### config.mk
export PLATFORM = sky130hd
export DESIGN_NAME = sram_cmd_ctrl
export DESIGN_NICKNAME = d
export VERILOG_FILES = /design/src/rtl/sram_cmd_ctrl_pkg.sv /design/src/rtl/sram_cmd_ctrl.sv
export SDC_FILE = /design/constraint.sdc
export NUM_CORES = 1
export LEC_CHECK = 0
export ABC_AREA = 1
export CORE_MARGIN = 2
export CORE_UTILIZATION = 35
export DETAILED_ROUTE_END_ITERATION = 7
export GPL_TIMING_DRIVEN = 0
export PLACE_DENSITY_LB_ADDON = 0.2
export SLEW_MARGIN = 0
export SYNTH_ARGS = -nofsm -noshare
export SYNTH_HDL_FRONTEND = slang
export SYNTH_SLANG_ARGS = --single-unit
### constraint.sdc
create_clock -name clk -period 1.5 [get_ports clk]
set_input_delay 0.3 -clock clk [delete_from_list [all_inputs] [get_ports clk]]
set_output_delay 0.3 -clock clk [all_outputs]
set_load 0.02 [all_outputs]
### src/rtl/sram_cmd_ctrl_pkg.sv
// Shared definitions for the SRAM command controller: FSM state encoding
// and the default byte address of RAM word 0.
package sram_cmd_ctrl_pkg;

  typedef enum logic [1:0] {
    ST_IDLE = 2'd0,
    ST_RSP  = 2'd1,
    ST_HOLD = 2'd2
  } state_e;

  localparam logic [31:0] DEFAULT_BASE_ADDR = 32'h8000_0000;

endpackage

### src/rtl/sram_cmd_ctrl.sv
// Valid/ready command front end for a single-port synchronous SRAM.
// One response per command, latency 1, at most one outstanding.
// Optional address range checking: define SRAM_CMD_CTRL_ADDR_CHK_EN.
//
// state | meaning
// ------+-----------------------------------------------------------
// IDLE  | no response pending
// RSP   | response presented, read data taken live from ram_dout
// HOLD  | response stalled, read data presented from hold_q
module sram_cmd_ctrl
  import sram_cmd_ctrl_pkg::*;
#(
  parameter int DP = 512,
  parameter int DW = 32,
  parameter int MW = 4,
  parameter int AW = 32,
  parameter logic [AW-1:0] BASE_ADDR = AW'(DEFAULT_BASE_ADDR)
) (
  input  logic          clk,
  input  logic          rst_n,
  input  logic          cmd_valid,
  output logic          cmd_ready,
  input  logic          cmd_read,
  input  logic [AW-1:0] cmd_addr,
  input  logic [DW-1:0] cmd_wdata,
  input  logic [MW-1:0] cmd_wmask,
  output logic          rsp_valid,
  input  logic          rsp_ready,
  output logic [DW-1:0] rsp_rdata,
  output logic          rsp_err,
  output logic [AW-1:0] ram_addr,
  output logic [DW-1:0] ram_din,
  output logic          ram_we,
  output logic [MW-1:0] ram_wem,
  input  logic [DW-1:0] ram_dout
);

  localparam int OW = $clog2(MW);
  localparam int IW = $clog2(DP);

  state_e        state_q;
  logic [DW-1:0] hold_q;
  logic [AW-1:0] last_rd_q;
  logic          rd_ok_q;

  logic          fire;
  logic          addr_err;
  logic [AW-1:0] offset;
  logic [AW-1:0] word_idx;
  logic [DW-1:0] rdata_d;

  // Nothing may be accepted (and so nothing written) while reset is held.
  assign fire      = rst_n & cmd_valid & cmd_ready;
  assign cmd_ready = ~rsp_valid | rsp_ready;
  assign rsp_valid = (state_q != ST_IDLE);
  assign offset    = cmd_addr - BASE_ADDR;

`ifdef SRAM_CMD_CTRL_ADDR_CHK_EN
  logic          err_q;
  logic [AW-1:0] word_full;

  assign word_full = offset >> OW;
  assign word_idx  = word_full;
  assign addr_err  = (cmd_addr < BASE_ADDR) || (word_full >= AW'(DP));
  assign rsp_err   = err_q;

  // Error flag travels with the response; cleared once it is consumed.
  always_ff @(posedge clk or negedge rst_n) begin
    if (!rst_n) begin
      err_q <= 1'b0;
    end else if (fire) begin
      err_q <= addr_err;
    end else if (rsp_ready) begin
      err_q <= 1'b0;
    end
  end
`else
  logic unused_offset;

  // Index wraps modulo DP; byte-lane and high offset bits are dropped.
  assign word_idx      = AW'(offset[OW +: IW]);
  assign unused_offset = ^{offset[AW-1:OW+IW], offset[OW-1:0]};
  assign addr_err      = 1'b0;
  assign rsp_err       = 1'b0;
`endif

  // Response data: live RAM output when unstalled, captured copy when held.
  always_comb begin
    rdata_d = '0;
    if (state_q == ST_HOLD) begin
      rdata_d = hold_q;
    end else if (state_q == ST_RSP && rd_ok_q) begin
      rdata_d = ram_dout;
    end
  end

  assign rsp_rdata = rdata_d;

  // RAM drive: the accepted command this cycle, otherwise park on the last
  // read address so the RAM keeps re-reading the word a response depends on.
  always_comb begin
    ram_addr = last_rd_q;
    ram_din  = cmd_wdata;
    ram_we   = 1'b0;
    ram_wem  = '0;
    if (fire && !addr_err) begin
      ram_addr = word_idx;
      ram_we   = ~cmd_read;
      ram_wem  = cmd_wmask;
    end
  end

  // Response FSM, hold register and last-read address tracking.
  always_ff @(posedge clk or negedge rst_n) begin
    if (!rst_n) begin
      state_q   <= ST_IDLE;
      hold_q    <= '0;
      last_rd_q <= '0;
      rd_ok_q   <= 1'b0;
    end else begin
      if (fire) begin
        rd_ok_q <= cmd_read & ~addr_err;
        if (cmd_read && !addr_err) begin
          last_rd_q <= word_idx;
        end
      end
      case (state_q)
        ST_IDLE: begin
          if (fire) state_q <= ST_RSP;
        end
        ST_RSP: begin
          if (!rsp_ready) begin
            state_q <= ST_HOLD;
            hold_q  <= rdata_d;
          end else if (!fire) begin
            state_q <= ST_IDLE;
          end
        end
        ST_HOLD: begin
          if (rsp_ready) state_q <= fire ? ST_RSP : ST_IDLE;
        end
        default: state_q <= ST_IDLE;
      endcase
    end
  end

endmodule

==> out/qor.csv <==
metric,value,unit
I/O pin cnt,209,
f_max,0.540,GHz
Port Buffers,129,
CP max stage delay,380,ps
sequential element share of the synthesized area,0.392,
row cnt,32,
clock sinks,44,
family with the most delay on the worst path,buffers and inverters,
CP Capture Type,output pin,
"Hold Vio Cnt, Final",0,
setup tns final,-13080,ps
worst path arrival time,1550,ps
GRT Residual Overflow,0,
period utilisation layout,1.24,
total CTS buffers,5,
initial antenna violation count,0,
worst rel slew slack,0.465,
Routed WL,9.26,mm
post-route worst setup slack,-353,ps
RSZ-0062 raised after global routing,yes,
"most common cell after layout, fill and taps aside",nand2_1,
post-synthesis cell count,398,
# fillers,664,
Nets,705,
die area,8750,µm²
ys async rst share,1.00,
layout cell share with drive strength beyond 1,0.418,
max-cap violation count,0,
Required @ worst endpoint,1200,ps
Crit Path Max Fanout,7,
drt pass-1 iters,5,
Area Overhead vs Synth,89.9,%
largest cells by area after synthesis,"dfrtp_1, nand2_1, buf_4",
end of the worst register-to-register path,hold_q[20],
vias in the first global route,2999,
Power Density,735,nW/µm²
post-synth top area share,0.392,
Synth Cell Area,2810,µm²
dominant synthesized flop cell,dfrtp_1,
R2R setup slack,30,ps
via count,3251,
violated checks,negative setup slack,
Final min period,1850,ps
slew at the pin closest to its max-slew limit,799,ps
post-route antenna net violation count,0,
GP Congestion,0.773,
Worst setup SP type,register,
first-pass GRT wire length,14.1,mm
slowest library cell on the worst path,dfrtp_1,
Wirelength per Cell,13.2,µm
largest net degree at the start of global routing,19,
final setup fails,48,
Min-Delay Path Class,primary input to async pin,
chip width,93.6,µm
"Worst Path Class, Setup",register to output pin,
total power,3920,µW
largest vdd supply drop,0.405,mV
CTS H-tree depth,2,
clk buf depth,2,
clock root cell,clkbuf_8,
most frequent cells in the layout,"nand2_1, buf_4, clkdlybuf4s50_1, buf_6, nand2_2",
DR iter-0 viols,131,
Yosys top cell by area,dfrtp_1,
CTS tree,done,
Die H,93.6,µm
number of flops mapped to enable cells by yosys,0,
P_leak,0.00282,µW
Via density,4.62,
Mean Syn Cell Area,7.05,µm²
Bufs and invs on worst path,3,
clk_lat worst skew,290,ps
Setup Skew,6.06,ps
YS warnings,0,
final hold slack,44.1,ps
Reg2Reg Launch Point,state_q[1],
Total Routing Usage GR,0.201,
status,"complete, but fails checks",
synth unique cells,16,
DP Wirelength,6.05,mm
clock edge transition at the registers on the reported setup and hold paths,80,ps
starting density of the core,0.361,
CORE AREA,7770,µm²
"FF+latch count, synth",44,
critical path cell sequence,buf_6 -> o21ai_4 -> nand2_4 -> buf_8 -> nand2_1 -> nand2_1 -> buf_6,
worst reg-to-reg path cell count,10,
"Slew Viols, Final",0,
antenna cells,0,
DRC violations left,0,
[cell families after synthesis]
logic type,count (synthesis),synth area share
and+or+nand+nor,259,0.394
buffers and inverters,91,0.205
DFF,44,0.392
AOI/OAI and AO/OA,3,0.00669
other,1,0.00134
[through the flow]
stage                     worst slack [ps]  std cells  instance area (µm²)  utilization
final                                 -353        703                 5330        0.686
after global routing                  -451        703                 5330        0.686
after CTS                             -327        696                 5170        0.666
after detailed placement             -1270        653                 4340        0.559
after global placement               -2710        652                 4330        0.557
after floorplan                      -24.0        421                 2910            -
[worst max path at each step]
stage                           from          end  slack (ps)  cells past startpoint
after floorplan           state_q[0]       ram_we         -20                      5
after global placement         rst_n  ram_addr[2]       -2710                      8
after detailed placement       rst_n  ram_addr[4]       -1270                      9
after CTS                 state_q[0]  ram_addr[5]        -330                      7
after global routing      state_q[0]  ram_addr[5]        -450                      7
final                     state_q[0]  ram_addr[5]        -350                      7
[power by group]
group          switching [µW]  internal [µW]
clock                     386            376
sequential                134           1370
combinational             805            851
total                    1320           2590
[cell type report]
class                           instances  area [µm²]  area share
Buffer                                 79         677       0.127
Clock buffer                            8        90.1      0.0169
Inverter                                9        38.8     0.00728
Tap cell                              102         128      0.0239
Sequential cell                        44        1100       0.207
Timing Repair Buffer                  175        1830       0.343
Multi-Input combinational cell        286        1470       0.275
[state kept, by name, indices dropped and copies added, names as in the netlist]
register / count
rd_ok_q: 1
hold_q: 32
last_rd_q: 9
state_q: 2
[worst register-to-register path: stages (launching register included)]
cell and delay (ps):
dfrtp_2 460, inv_6 110, nor2_4 60, buf_12 130
buf_8 130, nand2_2 60, nand2_2 60, buf_4 130
buf_4 120, nand2_1 50, nand2_1 50
[per-layer routing]
layer	GRT usage	up-vias	share of wire
met2	0.359	143	0.51
met3	0.0475	7	0.091
met5	0	-	0
li1	-	1592	-
met4	0.0374	0	0.0081
met1	0.248	1509	0.39
[cell usage after synthesis, types with 2 or more instances]
cell type  number
dfrtp_1        44
nand2_1       201
inv_1           7
a21oi_1         2
inv_2           2
clkbuf_1        9
nor2_1          5
nand4_1        41
buf_2           8
nand3_1        10
buf_4          60
buf_1           5
[repair_timing]
| item | in CTS | in global routing |
|---|---|---|
| setup buffers | 29 | 7 |
| cloned | 7 | 0 |
| pin swaps | 25 | 7 |
| setup endpoints to repair | 78 | 80 |
| hold endpoints to repair | 18 | 0 |
| resized for setup | 405 | 33 |
| hold buffers | 2 | 0 |
Power figures use the tool's default switching activity.
